===== src/rtl/inst_sequencer.sv =====
// Instruction sequencer: stores a short program in a local RAM and issues it word by
// word to the core over the Run/Done handshake. Optional single-step mode: INST_SEQUENCER_SINGLE_STEP_EN.
module inst_sequencer #(
    parameter int AW      = 4,
    parameter int TIMEOUT = 8
) (
    input  logic          Clock,
    input  logic          Resetn,
    input  logic          WrEn,
    input  logic [AW-1:0] WrAddr,
    input  logic [15:0]   WrData,
    input  logic          Go,
    input  logic [AW:0]   Length,
    input  logic          Done,
`ifdef INST_SEQUENCER_SINGLE_STEP_EN
    input  logic          Step,
`endif
    output logic [15:0]   DIN,
    output logic          Run,
    output logic          Busy,
    output logic          Finished,
    output logic          Error,
    output logic [AW-1:0] PC,
    output logic [2:0]    DbgState
);

    localparam int DEPTH = 2 ** AW;
    localparam int WDW   = $clog2(TIMEOUT) + 1;

    typedef enum logic [2:0] {
        S_IDLE  = 3'd0,
        S_READ  = 3'd1,
        S_ISSUE = 3'd2,
        S_WAIT  = 3'd3,
        S_ERROR = 3'd4
`ifdef INST_SEQUENCER_SINGLE_STEP_EN
        , S_PAUSE = 3'd5
`endif
    } state_t;

    // Handshake: Run is high for exactly the ISSUE cycle with DIN already stable;
    // the core acknowledges with Done, which only counts while in WAIT.
    state_t          state_q, state_d;
    logic [AW-1:0]   pc_q, pc_d;
    logic [AW:0]     rem_q, rem_d;
    logic [WDW-1:0]  wdog_q, wdog_d;
    logic [15:0]     din_q, din_d;
    logic            err_q, err_d;
    logic            fin_q, fin_d;
    logic [15:0]     mem [DEPTH];
    logic            accept_cmd;

    assign accept_cmd = (state_q == S_IDLE) || (state_q == S_ERROR);

    // Program RAM is not reset so a loaded program survives a core reset.
    always_ff @(posedge Clock) begin
        if (WrEn && accept_cmd) begin
            mem[WrAddr] <= WrData;
        end
    end

    always_ff @(posedge Clock) begin
        if (!Resetn) begin
            state_q <= S_IDLE;
            pc_q    <= '0;
            rem_q   <= '0;
            wdog_q  <= '0;
            din_q   <= '0;
            err_q   <= 1'b0;
            fin_q   <= 1'b0;
        end else begin
            state_q <= state_d;
            pc_q    <= pc_d;
            rem_q   <= rem_d;
            wdog_q  <= wdog_d;
            din_q   <= din_d;
            err_q   <= err_d;
            fin_q   <= fin_d;
        end
    end

    always_comb begin
        state_d = state_q;
        pc_d    = pc_q;
        rem_d   = rem_q;
        wdog_d  = wdog_q;
        din_d   = din_q;
        err_d   = err_q;
        fin_d   = 1'b0;
        case (state_q)
            S_IDLE, S_ERROR: begin
                if (Go) begin
                    err_d = 1'b0;
                    if (Length != '0) begin
                        state_d = S_READ;
                        pc_d    = '0;
                        rem_d   = Length;
                    end else begin
                        state_d = S_IDLE;
                        fin_d   = 1'b1;
                    end
                end
            end
            S_READ: begin
                // DIN doubles as the RAM read register.
                din_d   = mem[pc_q];
                state_d = S_ISSUE;
            end
            S_ISSUE: begin
                state_d = S_WAIT;
                wdog_d  = '0;
            end
            S_WAIT: begin
                if (Done) begin
                    rem_d = rem_q - (AW+1)'(1);
                    pc_d  = pc_q + AW'(1);
                    if (rem_q == (AW+1)'(1)) begin
                        state_d = S_IDLE;
                        fin_d   = 1'b1;
                    end else begin
`ifdef INST_SEQUENCER_SINGLE_STEP_EN
                        state_d = S_PAUSE;
`else
                        state_d = S_READ;
`endif
                    end
                end else if (wdog_q == WDW'(TIMEOUT - 1)) begin
                    state_d = S_ERROR;
                    err_d   = 1'b1;
                end else begin
                    wdog_d = wdog_q + WDW'(1);
                end
            end
`ifdef INST_SEQUENCER_SINGLE_STEP_EN
            S_PAUSE: begin
                if (Step) begin
                    state_d = S_READ;
                end
            end
`endif
            default: state_d = S_IDLE;
        endcase
    end

    assign Run      = (state_q == S_ISSUE);
`ifdef INST_SEQUENCER_SINGLE_STEP_EN
    assign Busy     = (state_q == S_READ) || (state_q == S_ISSUE) ||
                      (state_q == S_WAIT) || (state_q == S_PAUSE);
`else
    assign Busy     = (state_q == S_READ) || (state_q == S_ISSUE) ||
                      (state_q == S_WAIT);
`endif
    assign DIN      = din_q;
    assign Finished = fin_q;
    assign Error    = err_q;
    assign PC       = pc_q;
    assign DbgState = state_q;

endmodule

===== config.mk =====
export PLATFORM = sky130hd
export DESIGN_NAME = inst_sequencer
export DESIGN_NICKNAME = d
export VERILOG_FILES = /design/src/rtl/inst_sequencer.sv
export SDC_FILE = /design/constraint.sdc
export NUM_CORES = 1
export LEC_CHECK = 0
export ABC_AREA = 0
export CAP_MARGIN = 30
export CORE_MARGIN = 2
export CORE_UTILIZATION = 50
export CTS_CLUSTER_DIAMETER = 120
export CTS_CLUSTER_SIZE = 12
export DETAILED_ROUTE_END_ITERATION = 8
export HOLD_SLACK_MARGIN = 0.02
export PLACE_DENSITY = 0.77
export SLEW_MARGIN = 20
export SYNTH_ARGS = -nofsm -noshare
export SYNTH_HDL_FRONTEND = slang
export SYNTH_SLANG_ARGS = --single-unit
export TNS_END_PERCENT = 100

===== constraint.sdc =====
create_clock -name Clock -period 3.5 [get_ports Clock]
set_clock_uncertainty 0.2 [all_clocks]
set_input_delay 0.875 -clock Clock [delete_from_list [all_inputs] [get_ports Clock]]
set_output_delay 0.875 -clock Clock [all_outputs]
set_load 0.1 [all_outputs]

* After elaboration in Yosys (flattened, before gate mapping)
Memory sizes are Yosys's and may differ from the RTL's. A register that Yosys moved wholly into a read port is not among the register bits. Cells that the tools add are included.
Word-level totals: bits in registers 18, latch bits 0, memory bits (writable) 256, bits in read-only memories 0, word-level logic and storage cells 65, memories kept 1
Operators by class: add/sub/neg operators 3, $mul 0, divide/modulo/power cells 0, magnitude comparators 0, eq/ne operators 13, shift-type cells 0, multiplexer cells 28, bitwise gates (word level) 0, reductions and logical operators 14
Memories:
- mem | depth 16, bits a word 16, rd ports 1, clocked after Yosys merged registers in 1, wr ports 1, RTL line 50 | logic [15:0] mem [DEPTH];
Operator list (count):
- 4-bit 2-to-1 mux | 5
- 4-bit case mux with 2 select lines | 2
- 5-bit 2-to-1 mux | 3
- 2-bit inequality test, second input constant | 6
- 3-bit case mux with 4 select lines | 1
- 1-bit 2-to-1 mux | 11
- 5-bit case mux with 2 select lines | 1
- 3-bit 2-to-1 mux | 3
- 4-bit by 1-bit adder with 4-bit output, second input constant | 2
- 4-bit AND reduction | 2
- 3-bit by 2-bit == test with 1-bit output, second input constant | 2
- 5-bit by 1-bit == test with 1-bit output, second input constant | 1
- 5-bit nonzero test | 1
- 5-bit by 1-bit subtractor with 5-bit output, second input constant | 1
- 4-bit by 3-bit == test with 1-bit output, second input constant | 1
- 1-bit case mux with 2 select lines | 2
- 2-bit nonzero test | 2
- 3-bit by 1-bit == test with 1-bit output, second input constant | 1
- 3-bit == test, second input constant | 1
- 3-bit zero test | 1
- 1-bit logical OR | 3
- 3-bit inequality test, second input constant | 1
- 3-bit AND reduction | 1
- 2-bit AND reduction | 1
- other kinds (3) | 3

* Longest topological paths before layout
depth after elaboration 5, gate-level depth with buffers 7, gate-level depth less buffers 5

* Worst setup path after synthesis
No wires, ideal clock.
path type register to output, from register state_q[1], in the netlist DbgState[1], to output port Run, data arrival time 2710 ps, setup slack -285 ps, cell stages (with the launch flop) 4, path through dfxtp_1 buf_2 nand2b_1 nor2_1
Between the ends: longest elaborated chain between the ends 1
Ends and longest elaborated chain:
- start, declared | RTL line 43 | state_t state_q, state_d;
- start signal, assigned | RTL line 72 | state_q <= state_d;
- 3-bit by 2-bit == test with 1-bit output | RTL line 145 | assign Run = (state_q == S_ISSUE);
- end, declared | RTL line 19 | output logic Run,
Every way passes these cells.

* Worst setup path after layout
from register state_q[1], in the netlist DbgState[1], to output port Busy
Between the ends: longest elaborated chain between the ends 3, elaborated cells between the ends (all ways) 5, classes of those cells eq/ne: 3; reduce/logical: 2
Ends and longest elaborated chain:
- 3-bit by 1-bit == test with 1-bit output or 3-bit by 2-bit == test with 1-bit output (tied branches) | RTL line 150 | assign Busy = (state_q == S_READ) || (state_q == S_ISSUE) ||
- 1-bit logical OR | RTL line 150
- 1-bit logical OR * | RTL line 150
- end, declared | RTL line 20 | output logic Busy,
Every way passes the cells marked *; elsewhere a longest branch is shown, timed or not.

==> flow_metrics.tcl <==
set metrics [dict create \
    die_x_um 155.1 \
    total_power_mw 7.958 \
    grt_max_degree 40 \
    final_common_cell "edfxtp_1" \
    rsz0062_at_grt "false" \
    min_from "DIN[8]" \
    finalInstanceArea_um2 13190 \
    wl_per_cell_um 25.50 \
    synth_cell_types 49 \
    diodes 0 \
    synth_seq_area_share_pct 73.27 \
    slew-limit-headroom_pct 42.68 \
    place_area_um2 12370 \
    start_util_pct 50.75 \
    clk_path_buf_depth 3 \
    slowest_delay_ps 690 \
    drive_gt1_share_pct 20.33 \
    vias 6164 \
    first_iter_violations 704 \
    worstPathCellList "nor2_1, nor2_2, buf_4" \
    path_clk_slew_ps 60 \
    nets 736 \
    syn-cell-area_um2 11420 \
    synth-seq-cells 290 \
    hpwl_mm 15.35 \
    io_pins 57 \
    maxCapViolations 0 \
    start_kind "flop" \
    crit_family "simple AND/OR/NAND/NOR gates" \
    setup_viol 0 \
    ir_drop_uv 342.7 \
    worstPathArrival_ps 2010 \
    p_leak_nw 4.180 \
    root_buffer "clkbuf_16" \
    setup.worst_path.class "reg -> out" \
    post_cts_buffers 0 \
    avgViaCountPerCell 6.115 \
    hold_viol 0 \
    synthArstFlopShare_pct 0 \
    drv_slew 0 \
    setup.worst_path.start "DbgState[1]" \
    numCtsBuffers 28 \
    gp_congestion 0.8409 \
    die-area_um2 24070 \
    core_area_um2 22500 \
    tns_ps 0 \
    grt_pass1_vias 6382 \
    clk_latency_ps 520 \
    period_share_pct 88.20 \
    cts_tree "yes" \
    rows 55 \
    pre_cts_slack_ps 592.7 \
    cts_sinks 290 \
    hold_class "reg -> reg" \
    critPathSlowestCell "nor2_1" \
    dr.pass1.iters 5 \
    max_freq_mhz 323.9 \
    grt_overflow_total 0 \
    grt_usage_pct 21.71 \
    final_cell_mix "edfxtp_1, buf_4, mux2i_1, dfxtp_1" \
    p_per_area_nw_per_um2 603.5 \
    path_buf_inv 1 \
    syn_area_per_cell_um2 18.48 \
    fin_hold_ws_ps 287.1 \
    drc 0 \
    synth_fp_nets 652 \
    htreeDepth 1 \
    antenna_found_initial 0 \
    synth_cells 618 \
    synth_edf_count 256 \
    ys.flop_type "edfxtp_1" \
    ys_warn_count 0 \
    syn2layout_area_growth_pct 15.46 \
    worstMarginPinSlew_ps 856.7 \
    cts_resized 0 \
    crit_fanout 10 \
    die_height_um 155.1 \
    port_buffers 56 \
    drtAntennaViolNets 0 \
    layout_setup_ws_ps 413.0 \
    cp-end-kind "output port" \
    period_needed_ps 3087 \
    postCtsHoldBufs 0 \
    grt_first_pass_wirelength_mm 39.06 \
    wirelength_mm 25.70 \
    required_ps 2420 \
    outcome "completed" \
    r2r-start "DbgState[1]" \
]
## kinds of logic after synthesis
| logic type | count (synthesis) | synth area share [%] |
|---|---|---|
| multiplexers | 96 | 14.43 |
| flip-flops | 290 | 73.27 |
| AND/OR/NAND/NOR | 111 | 4.974 |
| AO/OA/AOI/OAI | 79 | 5.018 |
| buffers and inverters | 38 | 1.873 |
| adder cells (fa/ha/maj) | 4 | 0.4382 |
## worst paths after layout
kind | cells past startpoint | to | slack, ps
worst min register to register | 2 | DIN[8] | 290
worst min-delay path | 2 | DIN[8] | 290
worst max register to register | 5 | mem[0][13] | 840
worst max-delay path | 3 | Busy | 410
## Yosys cell counts (2+ instances only)
| cell | instances | share of area, % |
|---|---|---|
| nand4b_1 | 2 | 0.15 |
| a22o_1 | 4 | 0.31 |
| nor2b_1 | 5 | 0.27 |
| buf_4 | 3 | 0.20 |
| o2111ai_1 | 2 | 0.15 |
| and3b_1 | 2 | 0.15 |
| inv_1 | 4 | 0.13 |
| ha_1 | 4 | 0.44 |
| and2_1 | 2 | 0.11 |
| a32oi_1 | 9 | 0.69 |
| nand2b_1 | 14 | 0.77 |
| mux2_2 | 15 | 1.5 |
| nand3_1 | 8 | 0.35 |
| a22oi_1 | 9 | 0.59 |
| o31ai_1 | 3 | 0.20 |
| o22ai_1 | 6 | 0.33 |
| o21ai_0 | 12 | 0.53 |
| o221a_2 | 2 | 0.20 |
| mux4_1 | 18 | 4.1 |
| nor3b_1 | 3 | 0.20 |
| nand3b_1 | 5 | 0.33 |
| a21oi_1 | 14 | 0.61 |
| buf_2 | 16 | 0.70 |
| nand2_1 | 16 | 0.53 |
| edfxtp_1 | 256 | 67 |
| clkbuf_1 | 12 | 0.39 |
| nor3_1 | 17 | 0.74 |
| dfxtp_1 | 34 | 6.0 |
| a221o_1 | 8 | 0.70 |
| nor2_1 | 32 | 1.1 |
| buf_12 | 2 | 0.35 |
| mux4_2 | 30 | 5.9 |
| mux2i_1 | 33 | 2.9 |
## state kept, by name, summed over array words and instances (netlist names)
signal    flops
DIN          16
Error         1
DbgState      3
Finished      1
PC            4
mem         256
rem_q         5
wdog_q        4
## area by class of cell
class / instances / area (um^2)
Fill cell: 1554 / 9316
Sequential cell: 290 / 8377
Multi-Input combinational cell: 290 / 2864
Clock buffer: 50 / 804.5
Timing Repair Buffer: 88 / 758.2
Tap cell: 285 / 356.6
Inverter: 4 / 15.01
Clock inverter: 1 / 11.26
## layer usage
| metal | GRT usage (%) | routed length [um] |
|---|---|---|
| met1 | 30.48 | 10420 |
| met2 | 36.23 | 12860 |
| met3 | 3.705 | 2025 |
| met4 | 4.762 | 403 |
| met5 | 0 | 0 |
## worst register-to-register path, delay by kind of cell, from the launching register on
kind	cells	cell delay, ps
buf+inv	1	320
flops	1	410
simple gates	4	1390
## where the power goes
part / switching (mW) / internal [mW]
Sequential: 0.0944 / 3.90
Combinational: 0.908 / 0.312
Clock: 1.20 / 1.55
Total: 2.20 / 5.76
## metrics by stage
| stage | cells | utilization [%] |
|---|---|---|
| after floorplan | 618 | - |
| after global placement | 957 | 54.97 |
| after detailed placement | 957 | 54.97 |
| after CTS | 1008 | 58.60 |
| after global routing | 1008 | 58.60 |
| final | 1008 | 58.60 |
Power figures use the tool's default switching activity.
